$ cat src/rtl/pulse_gen_pkg.sv
// Shared types for the pulse_gen tick generator: state encoding, default
// parameters and a small state decode helper.
package pulse_gen_pkg;

    typedef enum logic [1:0] {
        ST_IDLE  = 2'b00,
        ST_RUN   = 2'b01,
        ST_PAUSE = 2'b10
    } state_e;

    localparam int unsigned WIDTH_DEFAULT = 25;
    localparam int unsigned LIMIT_DEFAULT = 250_000;

    function automatic logic is_active(state_e s);
        return s != ST_IDLE;
    endfunction

endpackage

$ cat src/rtl/pulse_gen_if.sv
// Control and status bundle of pulse_gen. The master drives the control
// strobes and levels; the slave (pulse_gen) returns tick, count and status.
interface pulse_gen_if #(
    parameter int unsigned WIDTH = 25
) ();

    logic             start;
    logic             stop;
    logic             en;
    logic             oneshot;
    logic             load;
    logic [WIDTH-1:0] limit_in;
    logic             pulse_out;
    logic [WIDTH-1:0] count;
    logic             busy;
    logic             load_ack;

    modport master (
        output start, stop, en, oneshot, load, limit_in,
        input  pulse_out, count, busy, load_ack
    );

    modport slave (
        input  start, stop, en, oneshot, load, limit_in,
        output pulse_out, count, busy, load_ack
    );

endinterface

$ cat src/rtl/pulse_gen.sv
// Programmable tick generator: one-cycle pulse every limit_q cycles, periodic
// or one-shot, with pause/stop and a shadowed period that commits at a wrap.
module pulse_gen
    import pulse_gen_pkg::*;
#(
    parameter int unsigned WIDTH         = WIDTH_DEFAULT,
    parameter int unsigned DEFAULT_LIMIT = LIMIT_DEFAULT
) (
    input  logic        clk,
    input  logic        rst_n,
    pulse_gen_if.slave  bus
);

    state_e           state_q, state_d;
    logic [WIDTH-1:0] count_q, count_d;
    logic [WIDTH-1:0] limit_q, limit_d;
    logic [WIDTH-1:0] shadow_q, shadow_d;
    logic             os_q, os_d;
    logic             pend_q, pend_d;
    logic             pulse_q, pulse_d;
    logic             ack_q, ack_d;
    logic             busy_q;

    logic             running;
    logic             at_end;
    logic             wrap;
    logic             pend_now;
    logic             commit;
    logic             start_ok;
    logic [WIDTH-1:0] last_count;
    logic [WIDTH-1:0] new_limit;
    logic [WIDTH-1:0] start_limit;

    // NOTE: every signal written in an always_comb gets a default first so no latch is inferred.
    always_comb begin : decode
        running     = is_active(state_q);
        last_count  = limit_q - WIDTH'(1);
        at_end      = (limit_q != '0) && (count_q == last_count);
        wrap        = running && bus.en && !bus.stop && !bus.start && at_end;
        pend_now    = pend_q || bus.load;
        new_limit   = bus.load ? bus.limit_in : shadow_q;
        commit      = pend_now && (!running || wrap);
        // In IDLE a pending or same-cycle load commits on this edge, so start
        // must judge the period it is about to run with.
        start_limit = commit ? new_limit : limit_q;
        start_ok    = bus.start && (running || start_limit != '0);
    end

    always_comb begin : fsm_next
        state_d = state_q;
        count_d = count_q;
        os_d    = os_q;
        pulse_d = 1'b0;
        if (bus.stop) begin
            state_d = ST_IDLE;
            count_d = '0;
        end else if (start_ok) begin
            state_d = ST_RUN;
            count_d = '0;
            os_d    = bus.oneshot;
        end else begin
            unique case (state_q)
                ST_RUN:   if (!bus.en) state_d = ST_PAUSE;
                ST_PAUSE: if (bus.en)  state_d = ST_RUN;
                default:  ;
            endcase
            // Counting resumes on the very edge that leaves PAUSE.
            if (running && bus.en) begin
                if (wrap) begin
                    count_d = '0;
                    pulse_d = 1'b1;
                    if (os_q) state_d = ST_IDLE;
                end else begin
                    count_d = count_q + WIDTH'(1);
                end
            end
        end
    end

    always_comb begin : reload_next
        limit_d  = limit_q;
        shadow_d = shadow_q;
        pend_d   = pend_q;
        ack_d    = 1'b0;
        if (commit) begin
            limit_d = new_limit;
            pend_d  = 1'b0;
            ack_d   = 1'b1;
        end else if (bus.load) begin
            shadow_d = bus.limit_in;
            pend_d   = 1'b1;
        end
    end

    // NOTE: sequential state uses non-blocking assignments so all flops update from pre-edge values.
    always_ff @(posedge clk or negedge rst_n) begin : state_count_regs
        if (!rst_n) begin
            state_q <= ST_IDLE;
            count_q <= '0;
            os_q    <= 1'b0;
        end else begin
            state_q <= state_d;
            count_q <= count_d;
            os_q    <= os_d;
        end
    end

    always_ff @(posedge clk or negedge rst_n) begin : reload_regs
        if (!rst_n) begin
            limit_q  <= WIDTH'(DEFAULT_LIMIT);
            // NOTE: the shadow is a plain register, not a memory, so it is reset to a known value too.
            shadow_q <= WIDTH'(DEFAULT_LIMIT);
            pend_q   <= 1'b0;
        end else begin
            limit_q  <= limit_d;
            shadow_q <= shadow_d;
            pend_q   <= pend_d;
        end
    end

    always_ff @(posedge clk or negedge rst_n) begin : output_regs
        if (!rst_n) begin
            pulse_q <= 1'b0;
            busy_q  <= 1'b0;
            ack_q   <= 1'b0;
        end else begin
            pulse_q <= pulse_d;
            busy_q  <= is_active(state_d);
            ack_q   <= ack_d;
        end
    end

    assign bus.pulse_out = pulse_q;
    assign bus.count     = count_q;
    assign bus.busy      = busy_q;
    assign bus.load_ack  = ack_q;

endmodule
$ cat src/flat_wrapper.sv
// flat-port wrapper written by rule: the top's interface ports become plain ports
module pulse_gen_flat import pulse_gen_pkg::*;
#(
    parameter int unsigned WIDTH         = WIDTH_DEFAULT,
    parameter int unsigned DEFAULT_LIMIT = LIMIT_DEFAULT
)
  (clk, rst_n, bus_start, bus_stop, bus_en, bus_oneshot, bus_load, bus_limit_in, bus_pulse_out, bus_count, bus_busy, bus_load_ack);
  pulse_gen_if #(.WIDTH(WIDTH)) bus_i ();
  input  logic clk;
  input  logic rst_n;
  input wire logic [$bits(bus_i.start)-1:0] bus_start;
  input wire logic [$bits(bus_i.stop)-1:0] bus_stop;
  input wire logic [$bits(bus_i.en)-1:0] bus_en;
  input wire logic [$bits(bus_i.oneshot)-1:0] bus_oneshot;
  input wire logic [$bits(bus_i.load)-1:0] bus_load;
  input wire logic [$bits(bus_i.limit_in)-1:0] bus_limit_in;
  output wire logic [$bits(bus_i.pulse_out)-1:0] bus_pulse_out;
  output wire logic [$bits(bus_i.count)-1:0] bus_count;
  output wire logic [$bits(bus_i.busy)-1:0] bus_busy;
  output wire logic [$bits(bus_i.load_ack)-1:0] bus_load_ack;
  assign bus_i.start = bus_start;
  assign bus_i.stop = bus_stop;
  assign bus_i.en = bus_en;
  assign bus_i.oneshot = bus_oneshot;
  assign bus_i.load = bus_load;
  assign bus_i.limit_in = bus_limit_in;
  assign bus_pulse_out = bus_i.pulse_out;
  assign bus_count = bus_i.count;
  assign bus_busy = bus_i.busy;
  assign bus_load_ack = bus_i.load_ack;
  pulse_gen #(.WIDTH(WIDTH), .DEFAULT_LIMIT(DEFAULT_LIMIT)) u_core (.clk(clk), .rst_n(rst_n), .bus(bus_i));
endmodule
$ cat config.mk
export PLATFORM = sky130hd
export DESIGN_NAME = pulse_gen_flat
export DESIGN_NICKNAME = d
export VERILOG_FILES = /design/src/rtl/pulse_gen_pkg.sv /design/src/rtl/pulse_gen_if.sv /design/src/rtl/pulse_gen.sv /design/src/flat_wrapper.sv
export SDC_FILE = /design/constraint.sdc
export NUM_CORES = 1
export LEC_CHECK = 0
export ABC_AREA = 1
export CORE_MARGIN = 2
export CORE_UTILIZATION = 38
export DETAILED_ROUTE_END_ITERATION = 8
export HOLD_SLACK_MARGIN = 0.12
export PLACE_DENSITY_LB_ADDON = 0.12
export REMOVE_ABC_BUFFERS = 1
export SETUP_SLACK_MARGIN = 0.1
export SYNTH_ARGS = -nofsm -noshare
export SYNTH_HDL_FRONTEND = slang
export SYNTH_SLANG_ARGS = --single-unit
$ cat constraint.sdc
create_clock -name clk -period 4.5 [get_ports clk]
set_input_delay 0.45 -clock clk [delete_from_list [all_inputs] [get_ports clk]]
set_output_delay 0.45 -clock clk [all_outputs]
set_load 0.1 [all_outputs]
=== After elaboration in Yosys (flattened, before gate mapping) ===
Index checks and enable logic that the tools add are counted.

* Register bits: 82
* Input port bits: 32

* $add $sub $neg: 2
* Equality and inequality tests: 3
* Mux-type cells: 21
* Bitwise operators: 1
* Reductions and logical operators: 20

{| class="wikitable"
|+ Operator list
! cell !! number
|-
| 2-to-1 mux 25 bit || 6
|-
| nonzero test 25 bit || 2
|-
| adder 25 x 1 -> 25 bit (second input constant) || 1
|-
| equality test 25 bit || 1
|-
| subtractor 25 x 1 -> 25 bit (second input constant) || 1
|-
| 2-to-1 mux 2 bit || 7
|-
| logical AND 1 bit || 7
|-
| 2-to-1 mux 1 bit || 7
|-
| nonzero test 2 bit || 3
|-
| case mux 2 bit (2 select lines) || 1
|-
| zero test 1 bit || 3
|-
| logical OR 1 bit || 3
|-
| nonzero test 3 bit || 1
|-
| equality test 2 x 1 -> 1 bit (second input constant) || 1
|-
| equality test 2 bit (second input constant) || 1
|-
| AND reduction 2 bit || 1
|-
| inverter 1 bit || 1
|}

=== Longest topological paths before layout ===
Gate-level depths: netlist of run 1.

* Depth in word-level cells: 14
* Depth in mapped cells: 29
* Mapped depth without buffers: 26

=== Worst setup path before layout of run 1 ===
No wires, ideal clock.

* Kind: reg2reg
* Start: register u_core.count_q[1] (netlist: u_core.bus.count[1])
* End: register u_core.count_q[22] (netlist: u_core.bus.count[22])
* Setup time: 0.068 ns
* Data arrival time: 3.334 ns
* Setup slack: 1.097 ns
* Cell stages (with the launch flop): 16
* Path buffers: 0
* Period minus slack after synthesis: 3.403 ns
* Cells stage by stage: dfrtp_1 > ha_1 > nand3_1 > nor3_1 > inv_1 > nor4_1 > nand2_1 > nor2_1 > nand4_1 > nor2_1 > nand4_1 > nor2_1 > a31oi_1 > nor3_1 > nand2_1 > nand2_1

* Cells in the longest elaborated chain, start to end: 11

{| class="wikitable"
|+ Ends and longest elaborated chain
! element !! line !! text
|-
| from (decl) || pulse_gen.sv:15 || <nowiki>logic [WIDTH-1:0] count_q, count_d;</nowiki>
|-
| from (signal assigned) || pulse_gen.sv:103 || <nowiki>count_q <= count_d;</nowiki>
|-
| equality test 25 bit || pulse_gen.sv:38 || <nowiki>at_end = (limit_q != '0) && (count_q == last_count);</nowiki>
|-
| logical AND 1 bit || pulse_gen.sv:38 ||
|-
| logical AND 1 bit || pulse_gen.sv:39 || <nowiki>wrap = running && bus.en && !bus.stop && !bus.start && at_end;</nowiki>
|-
| logical OR 1 bit || pulse_gen.sv:42 || <nowiki>commit = pend_now && (!running || wrap);</nowiki>
|-
| logical AND 1 bit || pulse_gen.sv:42 ||
|-
| 2-to-1 mux 25 bit || pulse_gen.sv:45 || <nowiki>start_limit = commit ? new_limit : limit_q;</nowiki>
|-
| nonzero test 25 bit || pulse_gen.sv:46 || <nowiki>start_ok = bus.start && (running || start_limit != '0);</nowiki>
|-
| logical OR 1 bit || pulse_gen.sv:46 ||
|-
| logical AND 1 bit || pulse_gen.sv:46 ||
|-
| 2-to-1 mux 25 bit || pulse_gen.sv:57 || <nowiki>end else if (start_ok) begin</nowiki>
|-
| 2-to-1 mux 25 bit || pulse_gen.sv:54 || <nowiki>if (bus.stop) begin</nowiki>
|}

Parallel ways exist; a longest one is shown, timed or not. The select of a mux whose other input is x is not followed.
A chain may end at the register's enable or synchronous reset.

=== Worst setup path after layout of run 1 ===
* Start: register u_core.limit_q[6]
* End: register u_core.count_q[2] (netlist: u_core.bus.count[2])

* Cells in the longest elaborated chain, start to end: 12

{| class="wikitable"
|+ Ends and longest elaborated chain
! element !! line !! text
|-
| from (decl) || pulse_gen.sv:16 || <nowiki>logic [WIDTH-1:0] limit_q, limit_d;</nowiki>
|-
| from (signal assigned) || pulse_gen.sv:110 || <nowiki>limit_q <= WIDTH'(DEFAULT_LIMIT);</nowiki>
|-
| from (signal assigned) || pulse_gen.sv:115 || <nowiki>limit_q <= limit_d;</nowiki>
|-
| subtractor 25 x 1 -> 25 bit || pulse_gen.sv:37 || <nowiki>last_count = limit_q - WIDTH'(1);</nowiki>
|-
| equality test 25 bit || pulse_gen.sv:38 ||
|-
| logical AND 1 bit || pulse_gen.sv:38 ||
|-
| logical AND 1 bit || pulse_gen.sv:39 ||
|-
| logical OR 1 bit || pulse_gen.sv:42 ||
|-
| logical AND 1 bit || pulse_gen.sv:42 ||
|-
| 2-to-1 mux 25 bit || pulse_gen.sv:45 ||
|-
| nonzero test 25 bit || pulse_gen.sv:46 ||
|-
| logical OR 1 bit || pulse_gen.sv:46 ||
|-
| logical AND 1 bit || pulse_gen.sv:46 ||
|-
| 2-to-1 mux 25 bit || pulse_gen.sv:57 ||
|-
| 2-to-1 mux 25 bit || pulse_gen.sv:54 ||
|}

Parallel ways exist; a longest one is shown, timed or not. The select of a mux whose other input is x is not followed.

==> qor.json, run 1 <==
{
  "total_power": {"value": 2.47, "unit": "mW"},
  "drt_wl_total": {"value": 15500, "unit": "um"},
  "die_area": {"value": 16100, "unit": "um2"},
  "vias_per_cell": {"value": 5.04},
  "setup.worst_path.class": {"value": "register to register"},
  "overall_via_count_from_detail_route": {"value": 5373},
  "avg_inst_size_synth": {"value": 6.94, "unit": "um2"},
  "crit_path_required_time": {"value": 4720, "unit": "ps"},
  "clock_tree.root_cell": {"value": "sky130_fd_sc_hd__clkbuf_16"},
  "wl_per_cell": {"value": 14.6, "unit": "um"},
  "power.static_leakage": {"value": 3.10, "unit": "nW"},
  "gp_congestion": {"value": 1.00},
  "setup_repair_after_global_routing_missed_its_margin": {"value": "false"},
  "post_synth_arst_share": {"value": 1.00},
  "number_of_levels_the_h_tree_was_split_into": {"value": 3},
  "antennaDiodeCount": {"value": 0},
  "fill_cells": {"value": 1514},
  "run_status": {"value": "completed"},
  "mappedNetlistArea": {"value": 5750, "unit": "um2"},
  "cts_tree": {"value": "built"},
  "cap_viol_max_count": {"value": 0},
  "irDropWorstVdd": {"value": 0.179, "unit": "mV"},
  "clock_sink_count": {"value": 82},
  "synth_seq_area_share": {"value": 0.360},
  "ys_dominant_reg_cell": {"value": "sky130_fd_sc_hd__dfrtp_1"},
  "first_global_vias": {"value": 5222},
  "antenna_violations_before_repair": {"value": 0},
  "drtAntennaViolNets": {"value": 0},
  "grt_start_max_net_pins": {"value": 51},
  "yosys_warnings": {"value": 0},
  "dieWidth": {"value": 127, "unit": "um"},
  "drive_gt1_frac": {"value": 0.0827},
  "drt_iter0_markers": {"value": 445},
  "global_route_wire_length_before_repair": {"value": 26000, "unit": "um"},
  "placeable_core_region": {"value": 14600, "unit": "um2"},
  "drt_drc": {"value": 0},
  "floorplan.initialDensity": {"value": 0.393},
  "final_min_period_over_clock_period": {"value": 0.851},
  "post_cts_resize_count": {"value": 0},
  "clk_latency": {"value": 350, "unit": "ps"},
  "ios": {"value": 60},
  "global_route.overflow_total": {"value": 0},
  "cp.arrival": {"value": 4050, "unit": "ps"},
  "netlist-cell-type-count": {"value": 43},
  "fmax": {"value": 261, "unit": "MHz"},
  "synthesis.instances": {"value": 829},
  "skew": {"value": 6.05, "unit": "ps"},
  "std_cell_rows": {"value": 44},
  "hold_violations": {"value": 0},
  "hold_class": {"value": "register to register"},
  "critical_path_peak_fanout": {"value": 48},
  "end_kind": {"value": "register"},
  "die_h": {"value": 127, "unit": "um"},
  "setup.worst_path.start_class": {"value": "register"},
  "cts.clk_slew.worst_paths": {"value": 60, "unit": "ps"},
  "cts.path.max_buffers": {"value": 2},
  "synth-edff-count": {"value": 0},
  "worst_slew_margin_rel": {"value": 0.342},
  "tritoncts.num_buffers": {"value": 9},
  "ys_seq_elements": {"value": 82},
  "finalSetupViolCount": {"value": 0},
  "setup_total_negative_slack": {"value": 0, "unit": "ps"},
  "final-max-slew-violation-count": {"value": 0},
  "syn2layout_area_growth": {"value": 17.2, "unit": "%"},
  "pwr_density_cell": {"value": 366, "unit": "nW/um2"},
  "tightest_slew": {"value": 983, "unit": "ps"},
  "final_nets": {"value": 916},
  "portBuffers": {"value": 59},
  "finalCriticalPeriod": {"value": 3830, "unit": "ps"},
  "hpwl": {"value": 12100, "unit": "um"},
  "dr.pass1.iters": {"value": 5},
  "total_global_routing_track_utilization": {"value": 0.203}
}
[synth_stat cells, types with 3 or more instances]
cell,count,share of area
sky130_fd_sc_hd__nor2_4,12,0.023
sky130_fd_sc_hd__nand2_4,3,0.0059
sky130_fd_sc_hd__nand3_1,67,0.058
sky130_fd_sc_hd__buf_6,6,0.012
sky130_fd_sc_hd__nor4_1,7,0.0076
sky130_fd_sc_hd__nand3b_1,5,0.0065
sky130_fd_sc_hd__nand2_1,250,0.16
sky130_fd_sc_hd__inv_2,5,0.0033
sky130_fd_sc_hd__mux2i_1,14,0.024
sky130_fd_sc_hd__xor2_1,24,0.037
sky130_fd_sc_hd__clkbuf_1,18,0.012
sky130_fd_sc_hd__dfrtp_1,68,0.30
sky130_fd_sc_hd__nand2_2,5,0.0054
sky130_fd_sc_hd__a21oi_1,14,0.012
sky130_fd_sc_hd__inv_1,120,0.078
sky130_fd_sc_hd__dfstp_2,14,0.064
sky130_fd_sc_hd__o22ai_1,9,0.0098
sky130_fd_sc_hd__o21ai_0,49,0.043
sky130_fd_sc_hd__nor2_1,68,0.044
sky130_fd_sc_hd__nor3_1,8,0.0070
sky130_fd_sc_hd__nand4_1,16,0.017
sky130_fd_sc_hd__xnor2_1,6,0.0091
sky130_fd_sc_hd__a22oi_1,6,0.0078
sky130_fd_sc_hd__buf_4,3,0.0039
sky130_fd_sc_hd__nor2_2,7,0.0076
sky130_fd_sc_hd__ha_1,6,0.013
[layer usage]
layer / GRT usage / vias up / wire length, um
met5: 0 / - / 0
met4: 0.0769 / 0 / 298
met3: 0.0226 / 18 / 662
met2: 0.326 / 128 / 6970
met1: 0.284 / 2495 / 7610
li1: - / 2732 / -
[cell families after synthesis]
family / after synthesis / synth area share
fa+ha+maj: 6 / 0.0130
compound gates: 87 / 0.0850
mux: 14 / 0.0244
buf+inv: 156 / 0.115
xor+xnor: 31 / 0.0496
simple gates: 453 / 0.353
flops: 82 / 0.360
[report_power, final]
group / internal, mW / leakage [nW] / switching (mW)
combinational: 0.261 / 1.95 / 0.491
sequential: 0.882 / 1.02 / 0.114
clock: 0.394 / 0.132 / 0.326
[sequential cells by signal, summed over array words and instances (netlist names)]
name and cells:
u_core.limit_q 25, u_core.shadow_q 25, u_core.bus.busy 1, u_core.bus.load_ack 1, u_core.state_q 2, u_core.bus.count 25
u_core.bus.pulse_out 1, u_core.os_q 1, u_core.pend_q 1
[layout by cell type (no fill, tap or decap), types with 2 or more instances in the layout]
| cell type | Yosys | layout |
|---|---|---|
| sky130_fd_sc_hd__a21oi_1 | 14 | 14 |
| sky130_fd_sc_hd__xor2_1 | 24 | 24 |
| sky130_fd_sc_hd__nand2_4 | 3 | 3 |
| sky130_fd_sc_hd__nand3b_1 | 5 | 5 |
| sky130_fd_sc_hd__o21ai_0 | 49 | 49 |
| sky130_fd_sc_hd__inv_6 | 0 | 2 |
| sky130_fd_sc_hd__dfrtp_1 | 68 | 68 |
| sky130_fd_sc_hd__mux2i_1 | 14 | 14 |
| sky130_fd_sc_hd__ha_1 | 6 | 6 |
| sky130_fd_sc_hd__nand2_1 | 250 | 250 |
| sky130_fd_sc_hd__nor4_1 | 7 | 7 |
| sky130_fd_sc_hd__nor3_1 | 8 | 8 |
| sky130_fd_sc_hd__nand2_2 | 5 | 5 |
| sky130_fd_sc_hd__nor2_4 | 12 | 12 |
| sky130_fd_sc_hd__clkinvlp_4 | 0 | 3 |
| sky130_fd_sc_hd__buf_4 | 3 | 9 |
| sky130_fd_sc_hd__clkdlybuf4s50_1 | 0 | 58 |
| sky130_fd_sc_hd__and2_1 | 2 | 2 |
| sky130_fd_sc_hd__inv_1 | 120 | 120 |
| sky130_fd_sc_hd__a22oi_1 | 6 | 6 |
| sky130_fd_sc_hd__nand4_1 | 16 | 16 |
| sky130_fd_sc_hd__inv_2 | 5 | 5 |
| sky130_fd_sc_hd__nor2_1 | 68 | 68 |
| sky130_fd_sc_hd__dfstp_2 | 14 | 14 |
| sky130_fd_sc_hd__xnor2_1 | 6 | 6 |
| sky130_fd_sc_hd__clkbuf_16 | 0 | 9 |
| sky130_fd_sc_hd__o22ai_1 | 9 | 9 |
| sky130_fd_sc_hd__nand3_1 | 67 | 67 |
| sky130_fd_sc_hd__o32ai_1 | 2 | 2 |
| sky130_fd_sc_hd__nor2_2 | 7 | 7 |
[worst max-delay path: stages (launching register included)]
cell                      delay (ps)
sky130_fd_sc_hd__dfrtp_1         460
sky130_fd_sc_hd__nor2_1          250
sky130_fd_sc_hd__nand2_1         160
sky130_fd_sc_hd__nor2_4          290
sky130_fd_sc_hd__nand3_1         240
sky130_fd_sc_hd__inv_2           100
sky130_fd_sc_hd__nand2_1          70
sky130_fd_sc_hd__nand2_1          70
sky130_fd_sc_hd__inv_1            40
sky130_fd_sc_hd__nor2_1          140
sky130_fd_sc_hd__nand3_1         100
sky130_fd_sc_hd__nor2_2          110
sky130_fd_sc_hd__nand2_2          80
sky130_fd_sc_hd__nand2_4          70
sky130_fd_sc_hd__nand2_4         260
sky130_fd_sc_hd__inv_2           200
sky130_fd_sc_hd__nand2_1          70
sky130_fd_sc_hd__nand2_1          70
sky130_fd_sc_hd__nor2_1           40
sky130_fd_sc_hd__nand2_1          70
sky130_fd_sc_hd__nor2_1           50
sky130_fd_sc_hd__nand2_2         210
sky130_fd_sc_hd__nand2_4         150
sky130_fd_sc_hd__inv_4           280
sky130_fd_sc_hd__nor2_1           80
[final timing paths]
kind | start | endpoint | slack (ps) | cells after the start
setup reg to reg | u_core.limit_q[6] | u_core.bus.count[2] | 670 | 24
hold / removal | u_core.shadow_q[20] | u_core.shadow_q[20] | 480 | 2
max in group asynchronous | rst_n | u_core.limit_q[18] | 2880 | 3
min in group asynchronous | rst_n | u_core.bus.count[7] | 590 | 2
setup / recovery | u_core.limit_q[6] | u_core.bus.count[2] | 670 | 24
hold reg to reg | u_core.shadow_q[20] | u_core.shadow_q[20] | 480 | 2
[what timing repair did]
| action | 4_1_cts | 5_1_grt |
|---|---|---|
| hold endpoints to repair | 30 | 0 |
| setup buffers | 0 | 0 |
| hold buffers | 1 | 0 |
[metrics by stage]
stage / cell area, um2 / hold slack (ps) / worst slack [ps] / utilization / cells
finish: 6740 / 484 / 669 / 0.461 / 1067
global route: 6740 / 507 / 152 / 0.461 / 1067
detailed placement: 6450 / 436 / 575 / 0.440 / 1050
global placement: 6450 / 423 / 682 / 0.440 / 1050
CTS: 6740 / 489 / 589 / 0.461 / 1067
floorplan: 5570 / 154 / 850 / - / 799
[cell type report]
cell class                 instances  area (um2)  share of cell area
inverter                         126         475              0.0705
multi-input combinational        591        3020               0.448
clock inverter                     6        48.8             0.00724
tap                              184         230              0.0341
clock buffer                      10         239              0.0354
timing repair buffer              68         658              0.0976
sequential                        82        2070               0.307
Power figures use the tool's default switching activity.
==> inputs of run 2 (changes only) <==
- ABC_CLOCK_PERIOD_IN_PS: unset -> 4500
==> results of run 2 <==
Same layout as run 1: the final DEF is identical, and so are final timing and power.
